File: config.mk
export PLATFORM = sky130hd
export DESIGN_NAME = mips_check_sequencer_flat
export DESIGN_NICKNAME = d
export VERILOG_FILES = /design/src/rtl/mips_check_pkg.sv /design/src/rtl/mips_check_sequencer_if.sv /design/src/rtl/mips_check_mem.sv /design/src/rtl/mips_check_sequencer.sv /design/src/flat_wrapper.sv
export SDC_FILE = /design/constraint.sdc
export NUM_CORES = 1
export LEC_CHECK = 0
export CAP_MARGIN = 40
export CORE_MARGIN = 5
export CORE_UTILIZATION = 54
export DETAILED_ROUTE_END_ITERATION = 6
export PLACE_DENSITY = 0.79
export SETUP_SLACK_MARGIN = 0.4
export SLEW_MARGIN = 20
export SYNTH_ARGS = -nofsm -noshare
export SYNTH_HDL_FRONTEND = slang
export SYNTH_HIERARCHICAL = 1
export SYNTH_SLANG_ARGS = --single-unit
File: constraint.sdc
create_clock -name clk -period 18.59 [get_ports clk]
set_clock_uncertainty 0.15 [all_clocks]
set_input_delay 5.577 -clock clk [delete_from_list [all_inputs] [get_ports clk]]
set_output_delay 5.577 -clock clk [all_outputs]
set_load 0.01 [all_outputs]
File: src/rtl/mips_check_pkg.sv
// Shared types and constants for the MIPS self-checking instruction sequencer.
package mips_check_pkg;

    typedef enum logic [1:0] {
        IDLE,
        ISSUE,
        WAIT,
        DONE
    } state_e;

    localparam logic [31:0] NOP = 32'h0000_0000;

    localparam int unsigned DEFAULT_DEPTH   = 16;
    localparam int unsigned DEFAULT_TIMEOUT = 15;

endpackage

File: src/rtl/mips_check_sequencer_if.sv
// Instruction/result handshake between the check sequencer (master) and the core (slave).
interface mips_check_sequencer_if #(
    parameter int unsigned DATA_W = 32
) ();

    logic [DATA_W-1:0] instr_out;
    logic              instr_valid;
    logic              instr_ready;
    logic [DATA_W-1:0] res_data;
    logic              res_valid;

    modport master (
        output instr_out,
        output instr_valid,
        input  instr_ready,
        input  res_data,
        input  res_valid
    );

    modport slave (
        input  instr_out,
        input  instr_valid,
        output instr_ready,
        output res_data,
        output res_valid
    );

endinterface

File: src/rtl/mips_check_mem.sv
// Program store: one instruction/expected-result pair per entry, one write port and
// one asynchronous read port. Contents are not reset.
module mips_check_mem #(
    parameter int unsigned DATA_W = 32,
    parameter int unsigned DEPTH  = 16,
    parameter int unsigned ADDR_W = $clog2(DEPTH)
) (
    input  logic              clk,
    input  logic              we,
    input  logic [ADDR_W-1:0] waddr,
    input  logic [DATA_W-1:0] wdata_instr,
    input  logic [DATA_W-1:0] wdata_expect,
    input  logic [ADDR_W-1:0] raddr,
    output logic [DATA_W-1:0] rdata_instr,
    output logic [DATA_W-1:0] rdata_expect
);

    logic [2*DATA_W-1:0] mem [DEPTH];

    always_ff @(posedge clk) begin
        if (we) begin
            mem[waddr] <= {wdata_instr, wdata_expect};
        end
    end

    assign {rdata_instr, rdata_expect} = mem[raddr];

endmodule

File: src/rtl/mips_check_sequencer.sv
// Handshaked instruction sequencer: issues a stored program to the core, scores each
// returned result against its expected value and reports pass/fail/timeout status.
module mips_check_sequencer
    import mips_check_pkg::*;
#(
    parameter int unsigned DATA_W  = 32,
    parameter int unsigned DEPTH   = DEFAULT_DEPTH,
    parameter int unsigned ADDR_W  = $clog2(DEPTH),
    parameter int unsigned TIMEOUT = DEFAULT_TIMEOUT
) (
    input  logic                  clk,
    input  logic                  rst_n,
    input  logic                  prog_we,
    input  logic [ADDR_W-1:0]     prog_addr,
    input  logic [DATA_W-1:0]     prog_instr,
    input  logic [DATA_W-1:0]     prog_expect,
    input  logic [ADDR_W:0]       prog_len,
    input  logic                  start,
    input  logic                  abort,
    mips_check_sequencer_if.master core,
    output logic                  busy,
    output logic                  done,
    output logic [ADDR_W:0]       pass_cnt,
    output logic [ADDR_W:0]       fail_cnt,
    output logic [ADDR_W-1:0]     first_fail,
    output logic                  timeout_seen
);

    localparam int unsigned CW = ADDR_W + 1;
    localparam int unsigned TW = (TIMEOUT > 1) ? $clog2(TIMEOUT) : 1;
    localparam logic [CW-1:0] DEPTH_C = CW'(DEPTH);
    localparam logic [TW-1:0] TMO_LAST = TW'(TIMEOUT - 1);

    state_e            state_q, state_d;
    logic [ADDR_W-1:0] idx_q, idx_d;
    logic [CW-1:0]     len_q, len_d;
    logic [TW-1:0]     timer_q, timer_d;
    logic [DATA_W-1:0] instr_out_q, instr_out_d;
    logic              instr_valid_q, instr_valid_d;
    logic [DATA_W-1:0] expect_q, expect_d;
    logic              busy_q, busy_d;
    logic              done_q, done_d;
    logic [CW-1:0]     pass_q, pass_d;
    logic [CW-1:0]     fail_q, fail_d;
    logic [ADDR_W-1:0] first_fail_q, first_fail_d;
    logic              tmo_seen_q, tmo_seen_d;

    logic [ADDR_W-1:0] rd_idx;
    logic [DATA_W-1:0] rd_instr, rd_expect;
    logic [CW-1:0]     len_in;

    // Read the entry that the next ISSUE will present, so instr_out can be registered.
    assign rd_idx = (state_q == WAIT) ? idx_q + ADDR_W'(1) : '0;
    assign len_in = (prog_len > DEPTH_C) ? DEPTH_C : prog_len;

    mips_check_mem #(
        .DATA_W (DATA_W),
        .DEPTH  (DEPTH),
        .ADDR_W (ADDR_W)
    ) u_mem (
        .clk          (clk),
        .we           (prog_we && !busy_q),
        .waddr        (prog_addr),
        .wdata_instr  (prog_instr),
        .wdata_expect (prog_expect),
        .raddr        (rd_idx),
        .rdata_instr  (rd_instr),
        .rdata_expect (rd_expect)
    );

    always_comb begin
        state_d       = state_q;
        idx_d         = idx_q;
        len_d         = len_q;
        timer_d       = timer_q;
        instr_out_d   = instr_out_q;
        instr_valid_d = instr_valid_q;
        expect_d      = expect_q;
        busy_d        = busy_q;
        done_d        = done_q;
        pass_d        = pass_q;
        fail_d        = fail_q;
        first_fail_d  = first_fail_q;
        tmo_seen_d    = tmo_seen_q;

        unique case (state_q)
            IDLE, DONE: begin
                if (start) begin
                    pass_d       = '0;
                    fail_d       = '0;
                    first_fail_d = '0;
                    tmo_seen_d   = 1'b0;
                    idx_d        = '0;
                    timer_d      = '0;
                    len_d        = len_in;
                    if (len_in == '0) begin
                        state_d = DONE;
                        done_d  = 1'b1;
                    end else begin
                        state_d       = ISSUE;
                        done_d        = 1'b0;
                        busy_d        = 1'b1;
                        instr_valid_d = 1'b1;
                        instr_out_d   = rd_instr;
                        expect_d      = rd_expect;
                    end
                end
            end
            ISSUE: begin
                if (abort) begin
                    state_d       = IDLE;
                    busy_d        = 1'b0;
                    instr_valid_d = 1'b0;
                    instr_out_d   = DATA_W'(NOP);
                end else if (core.instr_ready) begin
                    state_d       = WAIT;
                    timer_d       = '0;
                    instr_valid_d = 1'b0;
                    instr_out_d   = DATA_W'(NOP);
                end
            end
            WAIT: begin
                if (abort) begin
                    state_d = IDLE;
                    busy_d  = 1'b0;
                    timer_d = '0;
                end else if (core.res_valid || timer_q == TMO_LAST) begin
                    // A result arriving on the timeout cycle is scored as a result.
                    if (core.res_valid && core.res_data == expect_q) begin
                        if (pass_q != '1) pass_d = pass_q + CW'(1);
                    end else begin
                        if (fail_q != '1) fail_d = fail_q + CW'(1);
                        if (fail_q == '0) first_fail_d = idx_q;
                        if (!core.res_valid) tmo_seen_d = 1'b1;
                    end
                    timer_d = '0;
                    if ({1'b0, idx_q} == len_q - CW'(1)) begin
                        state_d = DONE;
                        busy_d  = 1'b0;
                        done_d  = 1'b1;
                    end else begin
                        state_d       = ISSUE;
                        idx_d         = rd_idx;
                        instr_valid_d = 1'b1;
                        instr_out_d   = rd_instr;
                        expect_d      = rd_expect;
                    end
                end else begin
                    timer_d = timer_q + TW'(1);
                end
            end
            default: state_d = IDLE;
        endcase
    end

    always_ff @(posedge clk or negedge rst_n) begin
        if (!rst_n) begin
            state_q       <= IDLE;
            idx_q         <= '0;
            len_q         <= '0;
            timer_q       <= '0;
            instr_out_q   <= '0;
            instr_valid_q <= 1'b0;
            expect_q      <= '0;
            busy_q        <= 1'b0;
            done_q        <= 1'b0;
            pass_q        <= '0;
            fail_q        <= '0;
            first_fail_q  <= '0;
            tmo_seen_q    <= 1'b0;
        end else begin
            state_q       <= state_d;
            idx_q         <= idx_d;
            len_q         <= len_d;
            timer_q       <= timer_d;
            instr_out_q   <= instr_out_d;
            instr_valid_q <= instr_valid_d;
            expect_q      <= expect_d;
            busy_q        <= busy_d;
            done_q        <= done_d;
            pass_q        <= pass_d;
            fail_q        <= fail_d;
            first_fail_q  <= first_fail_d;
            tmo_seen_q    <= tmo_seen_d;
        end
    end

    assign core.instr_out   = instr_out_q;
    assign core.instr_valid = instr_valid_q;
    assign busy             = busy_q;
    assign done             = done_q;
    assign pass_cnt         = pass_q;
    assign fail_cnt         = fail_q;
    assign first_fail       = first_fail_q;
    assign timeout_seen     = tmo_seen_q;

endmodule

File: src/flat_wrapper.sv
// flat-port wrapper written by rule: the top's interface ports become plain ports
module mips_check_sequencer_flat import mips_check_pkg::*;
#(
    parameter int unsigned DATA_W  = 32,
    parameter int unsigned DEPTH   = DEFAULT_DEPTH,
    parameter int unsigned ADDR_W  = $clog2(DEPTH),
    parameter int unsigned TIMEOUT = DEFAULT_TIMEOUT
)
  (clk, rst_n, prog_we, prog_addr, prog_instr, prog_expect, prog_len, start, abort, busy, done, pass_cnt, fail_cnt, first_fail, timeout_seen, core_instr_out, core_instr_valid, core_instr_ready, core_res_data, core_res_valid);
  mips_check_sequencer_if #(.DATA_W(DATA_W)) core_i ();
  input  logic clk;
  input  logic rst_n;
  input  logic prog_we;
  input  logic [ADDR_W-1:0] prog_addr;
  input  logic [DATA_W-1:0] prog_instr;
  input  logic [DATA_W-1:0] prog_expect;
  input  logic [ADDR_W:0] prog_len;
  input  logic start;
  input  logic abort;
  output logic busy;
  output logic done;
  output logic [ADDR_W:0] pass_cnt;
  output logic [ADDR_W:0] fail_cnt;
  output logic [ADDR_W-1:0] first_fail;
  output logic timeout_seen;
  output wire logic [$bits(core_i.instr_out)-1:0] core_instr_out;
  output wire logic [$bits(core_i.instr_valid)-1:0] core_instr_valid;
  input wire logic [$bits(core_i.instr_ready)-1:0] core_instr_ready;
  input wire logic [$bits(core_i.res_data)-1:0] core_res_data;
  input wire logic [$bits(core_i.res_valid)-1:0] core_res_valid;
  assign core_instr_out = core_i.instr_out;
  assign core_instr_valid = core_i.instr_valid;
  assign core_i.instr_ready = core_instr_ready;
  assign core_i.res_data = core_res_data;
  assign core_i.res_valid = core_res_valid;
  mips_check_sequencer #(.DATA_W(DATA_W), .DEPTH(DEPTH), .ADDR_W(ADDR_W), .TIMEOUT(TIMEOUT)) u_core (.clk(clk), .rst_n(rst_n), .prog_we(prog_we), .prog_addr(prog_addr), .prog_instr(prog_instr), .prog_expect(prog_expect), .prog_len(prog_len), .start(start), .abort(abort), .core(core_i), .busy(busy), .done(done), .pass_cnt(pass_cnt), .fail_cnt(fail_cnt), .first_fail(first_fail), .timeout_seen(timeout_seen));
endmodule
==> flow_summary.toml <==
[run_status]
outcome = "finished, final reports clean"

[synth]
ys_types = 60
yosysSeqAreaShare_pct = 76.55
netlist_instances = 2051
synth_nets = 2174
yosysTopAreaCell = "edfxtp_1"
synth_ff_type = "edfxtp_1"
synth-seq-cells = 1121
netlist_area_sq_um = 43340
synthTopCellsByArea = "edfxtp_1 71%, mux4_2 13%, dfrtp_1 5.6%"
synth_top_area_share_pct = 70.95
synth_edf_count = 1024
ys_warn_count = 6
avgSynthCellArea_sq_um = 21.13
synth-async-reset-ratio_pct = 8.653

[worst_setup_path]
required_ns = 18.73
cp_max_fo = 33
r2r_slack_ns = 13.33
rr_worst_depth = 15
crit_path_max_incr_delay_ns = 0.64
crit_top_cell = "buf_4"
crit_buf_inv = 3
worst_path_max_delay_cell = "buf_4"
r2r-end = "u_core/expect_q[1]$_DFFE_PN0P_"
criticalPathCategory = "primary input to flip-flop"
r2r_start = "u_core/state_q[0]$_DFFE_PN0P_"
path_cells = "clkdlybuf4s50_1 -> nor2b_1 -> or3b_2 -> nor3_2 -> buf_4 -> buf_4"
crit_start = "prog_we"
endpoint_kind = "flip-flop"
critical_path.top_delay_family = "buffers and inverters"
critPathLaunchType = "primary input"
cp.arrival_ns = 8.43

[clocking]
cts_resized = 0
clkTransAtPathRegs_ns = 0.06
root_buffer = "clkbuf_16"
cts_tree = "built"
cts-htree-levels = 3
insertion_delay_ns = 0.68
hold_buffers = 0
cts_setup_buffers = 0
cts-buffers-inserted = 105
clockBufferDepth = 3
cts.sinks = 1121

[layout]
syn_to_final_growth_pct = 16.19
nNetsFinal = 2394
layoutNonFillerInstCount = 3421
layout-drive-gt1-share_pct = 23.35

[global_routing]
met2_usage_pct = 40.76
grt_usage_pct = 24.39
grt-ovfl-total = 0
gr-usage-met3_pct = 5.782
first_global_vias = 23170
antenna_found_initial = 7
busiest_layer = "met2"
grt_max_degree = 179
grt_pass1_wl_um = 155000
grt_use_met1_pct = 32.68

[min_path]
hold_end = "u_core/core.instr_out[6]$_DFFE_PN0P_"
hold_depth = 2
hp-class = "flip-flop to flip-flop"
min-delay-start = "u_core/core.instr_out[6]$_DFFE_PN0P_"

[die]
core_area_sq_um = 79260
die_x_um = 293.3
initial_core_util_pct = 54.68
num_rows = 103
num_io_pins = 162
die_h_um = 293.3
die_area_sq_um = 86020

[sta]
final.setup.tns_ns = 0
fmax_mhz = 120.7
setup_ws_ns = 10.30
finalHoldViolCount = 0
setup_viol = 0
rsz0062_at_grt = "false"
min_period_ns = 8.288
finalCritPeriodShare_pct = 44.58
tightest_slew_ns = 1.166
slew_headroom_pct = 22.25
final_max_slew_viol_count = 0

[placed_design]
pre_cts_ws_ns = 9.541
place_congestion = 0.8043
place_inst = 3210
dp_hpwl_um = 55050
port-buffer-count = 161

[power]
leakage_nw = 16.11
ir_drop_v = 0.00008123
power.density_nw_per_um2 = 129.4

[route]
wire_per_inst_um = 30.77
wl_um = 105300
vias = 21960
vias_per_cell = 6.418
drt_iter0_markers = 2527
dr.pass1.iters = 7
ant_nets = 0
drcViolationCount = 0

[run]
cap_violations = 0
worst reg2reg max path, delay by kind of cell (launching register included):
| family | cells | cell delay, ns |
|---|---|---|
| AOI/OAI and AO/OA | 1 | 0.27 |
| muxes | 2 | 0.91 |
| DFF | 1 | 0.38 |
| adders and majority gates | 1 | 0.23 |
| buffers and inverters | 9 | 2.81 |
| and+or+nand+nor | 2 | 0.38 |
cells by family (layout without fill, tap and decap cells):
family                     count (synthesis)  after routing  share of synthesized area [%]
AOI/OAI and AO/OA                        207            207                          3.369
xor gates and xnor gates                  39             39                         0.7882
adders and majority gates                 11             11                         0.3176
buffers and inverters                    115            428                          1.418
DFF                                     1121           1121                          76.55
muxes                                    295            295                          14.57
other                                      0              7                              0
and+or+nand+nor                          263            263                          2.980
cells in the final DEF (no fill, tap or decap), types with 6 or more instances in the layout:
cell type,synthesis,routed
a22oi_1,128,128
and3_1,8,8
buf_12,0,13
buf_16,0,11
buf_4,8,32
bufinv_16,0,17
clkbuf_1,46,20
clkbuf_16,0,107
clkdlybuf4s50_1,0,160
clkinv_1,0,14
clkinv_2,0,25
dfrtp_1,97,97
diode_2,0,7
edfxtp_1,1024,1024
ha_1,11,11
inv_1,9,9
mux2_2,6,6
mux2_4,30,30
mux4_2,256,256
nand2_1,123,123
nand2b_1,41,41
nand3_1,8,8
nand4_1,8,8
nor2_1,29,15
nor2_4,0,14
nor3_1,12,8
o21ai_0,18,18
o21ai_1,32,32
xnor2_1,17,17
xor2_1,22,22
per-layer routing:
metal / up-vias / part of all wire, %
met5: - / 0.012
met4: 2 / 2.7
met3: 203 / 9.7
met2: 1398 / 51
met1: 11430 / 36
li1: 8929 / -
metrics by stage:
stage / hold WS (ns) / utilization [%] / power (W) / instance area (sq um)
floorplan: 0.2963 / - / 0.003900 / 43340
global placement: 0.3194 / 58.18 / 0.004214 / 46110
detailed placement: 0.3251 / 58.75 / 0.004270 / 46560
CTS: 0.3401 / 63.39 / 0.006555 / 50240
global route: 0.3663 / 63.52 / 0.006770 / 50340
finish: 0.3319 / 63.53 / 0.006516 / 50360
layout make-up:
| cell class | instances | area [sq um] |
|---|---|---|
| Fill cell | 5012 | 28900 |
| Antenna cell | 7 | 17.52 |
| Multi-Input combinational cell | 815 | 9707 |
| Tap cell | 1050 | 1314 |
| Clock buffer | 132 | 2821 |
| Timing Repair Buffer | 218 | 2425 |
| Sequential cell | 1121 | 33180 |
| Clock inverter | 68 | 857.1 |
| Inverter | 10 | 37.54 |
sequential cells by signal, indices dropped and copies added, names as in the netlist:
register and count:
u_core/timeout_seen 1, u_core/core.instr_valid 1, u_core/u_mem/mem 1024, u_core/idx_q 4, u_core/busy 1, u_core/core.instr_out 32
u_core/fail_cnt 5, u_core/len_q 5, u_core/pass_cnt 5, u_core/timer_q 4, u_core/done 1, u_core/expect_q 32
u_core/first_fail 4, u_core/state_q 2
synth_stat cells, types with 2 or more instances:
| cell type | instances |
|---|---|
| and2_1 | 3 |
| nand2b_1 | 41 |
| nand3b_1 | 2 |
| buf_4 | 8 |
| a31oi_1 | 2 |
| or2_2 | 3 |
| dfrtp_1 | 97 |
| a211o_1 | 5 |
| a22oi_1 | 128 |
| nor4_2 | 2 |
| mux2_1 | 2 |
| mux4_2 | 256 |
| mux2_2 | 6 |
| nand2_1 | 123 |
| nor3_1 | 12 |
| nand3_1 | 8 |
| o211ai_1 | 5 |
| mux2_4 | 30 |
| ha_1 | 11 |
| buf_6 | 17 |
| edfxtp_1 | 1024 |
| buf_1 | 14 |
| inv_1 | 9 |
| clkbuf_1 | 46 |
| nor4b_1 | 2 |
| and3_1 | 8 |
| o21ai_0 | 18 |
| xnor2_1 | 17 |
| a21oi_1 | 4 |
| buf_2 | 20 |
| xor2_1 | 22 |
| nor2_1 | 29 |
| nand4_1 | 8 |
| o21ai_1 | 32 |
| a31o_1 | 2 |
| nor2b_1 | 6 |
| nor4_1 | 5 |
| o31ai_1 | 2 |
power breakdown:
group	internal, W	switching, W	total, W	leakage, nW
sequential	0.00288	0.0000837	0.00297	10.4
clock	0.00132	0.000951	0.00227	1.80
combinational	0.000632	0.000643	0.00128	3.87
how the worst max path moves through the flow:
stage / slack, ns / depth (start not counted) / endpoint
3_5_place_dp: 9.54 / 5 / u_core/u_mem/mem[14][40]$_DFFE_PP_
5_1_grt: 10.26 / 7 / u_core/fail_cnt[3]$_DFFE_PN0P_
2_1_floorplan: 7.24 / 3 / u_core/u_mem/mem[0][0]$_DFFE_PP_
6_report: 10.30 / 6 / u_core/u_mem/mem[0][28]$_DFFE_PP_
3_3_place_gp: 9.55 / 5 / u_core/u_mem/mem[4][38]$_DFFE_PP_
4_1_cts: 10.23 / 5 / u_core/u_mem/mem[15][25]$_DFFE_PP_
No activity file was read; power rests on OpenSTA's default activity.
==> RTL edit (config.mk and constraints unchanged) <==
The package constant `DEFAULT_TIMEOUT` goes from 15 to 14.
--- a/src/rtl/mips_check_pkg.sv
+++ b/src/rtl/mips_check_pkg.sv
@@ -13,3 +13,3 @@
     localparam int unsigned DEFAULT_DEPTH   = 16;
-    localparam int unsigned DEFAULT_TIMEOUT = 15;
+    localparam int unsigned DEFAULT_TIMEOUT = 14;
 
Behaviour: no difference found for any inputs over 4 cycles, from zero or initial values and one cycle with rst_n low; that may be too few to reach the edited logic, so the function may still have changed.
==> RTL edit against the unedited design <==
Combinational power shrank 27%. Synthesized area shrank 0.34%. Power shrank 7.1%. Design area shrank 0.62%. Wire length shrank 5.0%. Critical path depth is the same. Worst setup slack lost 0.029 ns. Critical endpoint is now u_core/u_mem/mem[13][40]. Sequential cell count is the same.
==> RTL edit: results (changes against the unedited design) <==
Placement
  • Number of port buffers: 161 (unchanged)
  • Final HPWL DP: 54030 um (-1.9%)
  • Area after DPL: 46410 um^2 (-0.32%)
  • Gpl congestion: 0.8499 (+5.7%)

Min path
  • Hold path startpoint: u_core/core.instr_out[4]
  • Min-Delay Path Class: flip-flop to flip-flop

Run status
  • Outcome: complete, no violations

Synth
  • Synth Net Count: 2165 (-0.41%)
  • Post-synthesis sequential area ratio: 76.81% (+0.26 points)
  • Area leader, netlist: edfxtp_1
  • Yosys warns: 6 (unchanged)
  • Post-synth ARST share: 8.653% (unchanged)
  • Synth area leaders: edfxtp_1 71%, mux4_2 13%, dfrtp_1 5.6%, a22oi_1 2.2%, nand2_1 1.4%
  • EDFF count, synth: 1024 (unchanged)
  • Most frequent cells after synthesis: 1024 x edfxtp_1, 256 x mux4_2, 158 x nand2_1, 128 x a22oi_1, 97 x dfrtp_1
  • Synth cell types: 56 (-6.7%)

Clock network
  • CTS resizes: 0 (unchanged)
  • Worst-skew pair later-pin latency: 0.68 ns (about the same)
  • Clk slew on worst S/H paths: 0.06 ns (about the same)
  • Post-CTS Setup Inserts: 0 (unchanged)
  • Root Driver: clkbuf_16
  • Maximum clock insertion buffer count: 3 (unchanged)
  • Num CTS Buffers: 105 (unchanged)
  • H-tree depth: 3 (unchanged)

Critical path
  • Reg-to-reg setup timing slack: 13.26 ns (-0.07 ns)
  • Max Fanout on Critical Path: 29 (-12%)
  • Arrival time at the worst endpoint: 8.50 ns (+0.07 ns)
  • Worst Setup SP: prog_we
  • R2R Path Start: u_core/state_q[0]

Final layout
  • Share of cells above drive strength 1: 23.27% (-0.081 points)
  • Top reg by flops: u_core/u_mem/mem
  • Net count, final: 2389 (-0.21%)
  • Max FFs per register: 1024 (unchanged)
  • Fin util: 63.25% (-0.29 points)
  • # fillers: 5077 (+1.3%)

Global route
  • Global-route wire length before repair: 148700 um (-4.1%)
  • Vias in the first global route: 22830 (-1.5%)
  • Total GRT Usage: 23.24% (-1.1 points)
  • Antenna violations before repair: 9 (+2)
  • Largest net degree at the start of global routing: 117 (-35%)

Route
  • Drt drc: 0 (unchanged)
  • Routed WL: 99950 um (-5.0%)
  • DRT iter0 DRCs: 2567 (+1.6%)
  • Total vias in the final route: 21560 (-1.8%)
  • Pre-antenna DRT Iters: 5 (-2)

Timing
  • Slew HR: 46.52% (+24 points)
  • Hold slack: 0.3279 ns (-0.004043 ns)

Power and ir drop
  • P_leak: 16.00 nW (-0.68%)
  • Worst VDD drop: 0.08883 mV (+9.4%)
==> RTL edit: layout make-up <==
cell class / count / area share, %
multi-input cells: 806 / 19.03
clock inverters: 61 / 1.225
diodes: 2 / 0.01000
clock buffers: 135 / 5.720
well taps: 1050 / 2.625
repair buffers: 221 / 5.010
inverters: 11 / 0.08250
flip-flops and latches: 1121 / 66.29
==> RTL edit: path summary, 6_finish.rpt <==
kind                                        endpoint  cells after the start
max in group asynchronous   u_core/core.instr_out[5]                      3
min                         u_core/core.instr_out[4]                      2
max reg2reg                u_core/core.instr_out[31]                     15
min in group asynchronous            u_core/len_q[3]                      1
min reg2reg                 u_core/core.instr_out[4]                      2
max                         u_core/u_mem/mem[13][40]                      6
==> RTL edit: cells by family (layout without fill, tap and decap cells) <==
kind of cell / after synthesis / after routing / synth area share [%]
flops: 1121 / 1121 / 76.81
mux: 296 / 296 / 14.64
other cells: 0 / 2 / 0
compound gates: 207 / 207 / 3.285
simple gates: 250 / 250 / 2.587
buf+inv: 115 / 428 / 1.469
fa+ha+maj: 11 / 11 / 0.3187
xor+xnor: 42 / 42 / 0.8835
==> RTL edit: worst max-delay path, cell delays in order <==
cell             delay (ns)
clkdlybuf4s50_1        0.46
nor2b_1                0.43
nand3_1                0.45
nor2_4                 0.75
buf_4                  0.49
buf_12                 0.30
==> RTL edit: power breakdown <==
part           switching, mW  internal, mW  total (mW)
Combinational          0.481         0.457       0.938
Sequential            0.0789          2.88        2.96
Clock                  0.925          1.23        2.16
==> RTL edit: through the flow <==
| step | cells | setup slack [ns] |
|---|---|---|
| 3_3_place_gp | 3182 | 9.413 |
| 5_1_grt | 3407 | 10.25 |
| 3_5_place_dp | 3203 | 9.571 |
| 4_1_cts | 3399 | 10.22 |
| 6_report | 3407 | 10.27 |
| 2_1_floorplan | 2042 | 7.237 |
==> RTL edit: metal layers <==
layer / routed length (um) / track usage (%)
met1: 37310 / 31.85
met2: 49980 / 37.62
met3: 10000 / 6.073
met4: 2554 / 6.938
met5: 93 / 0
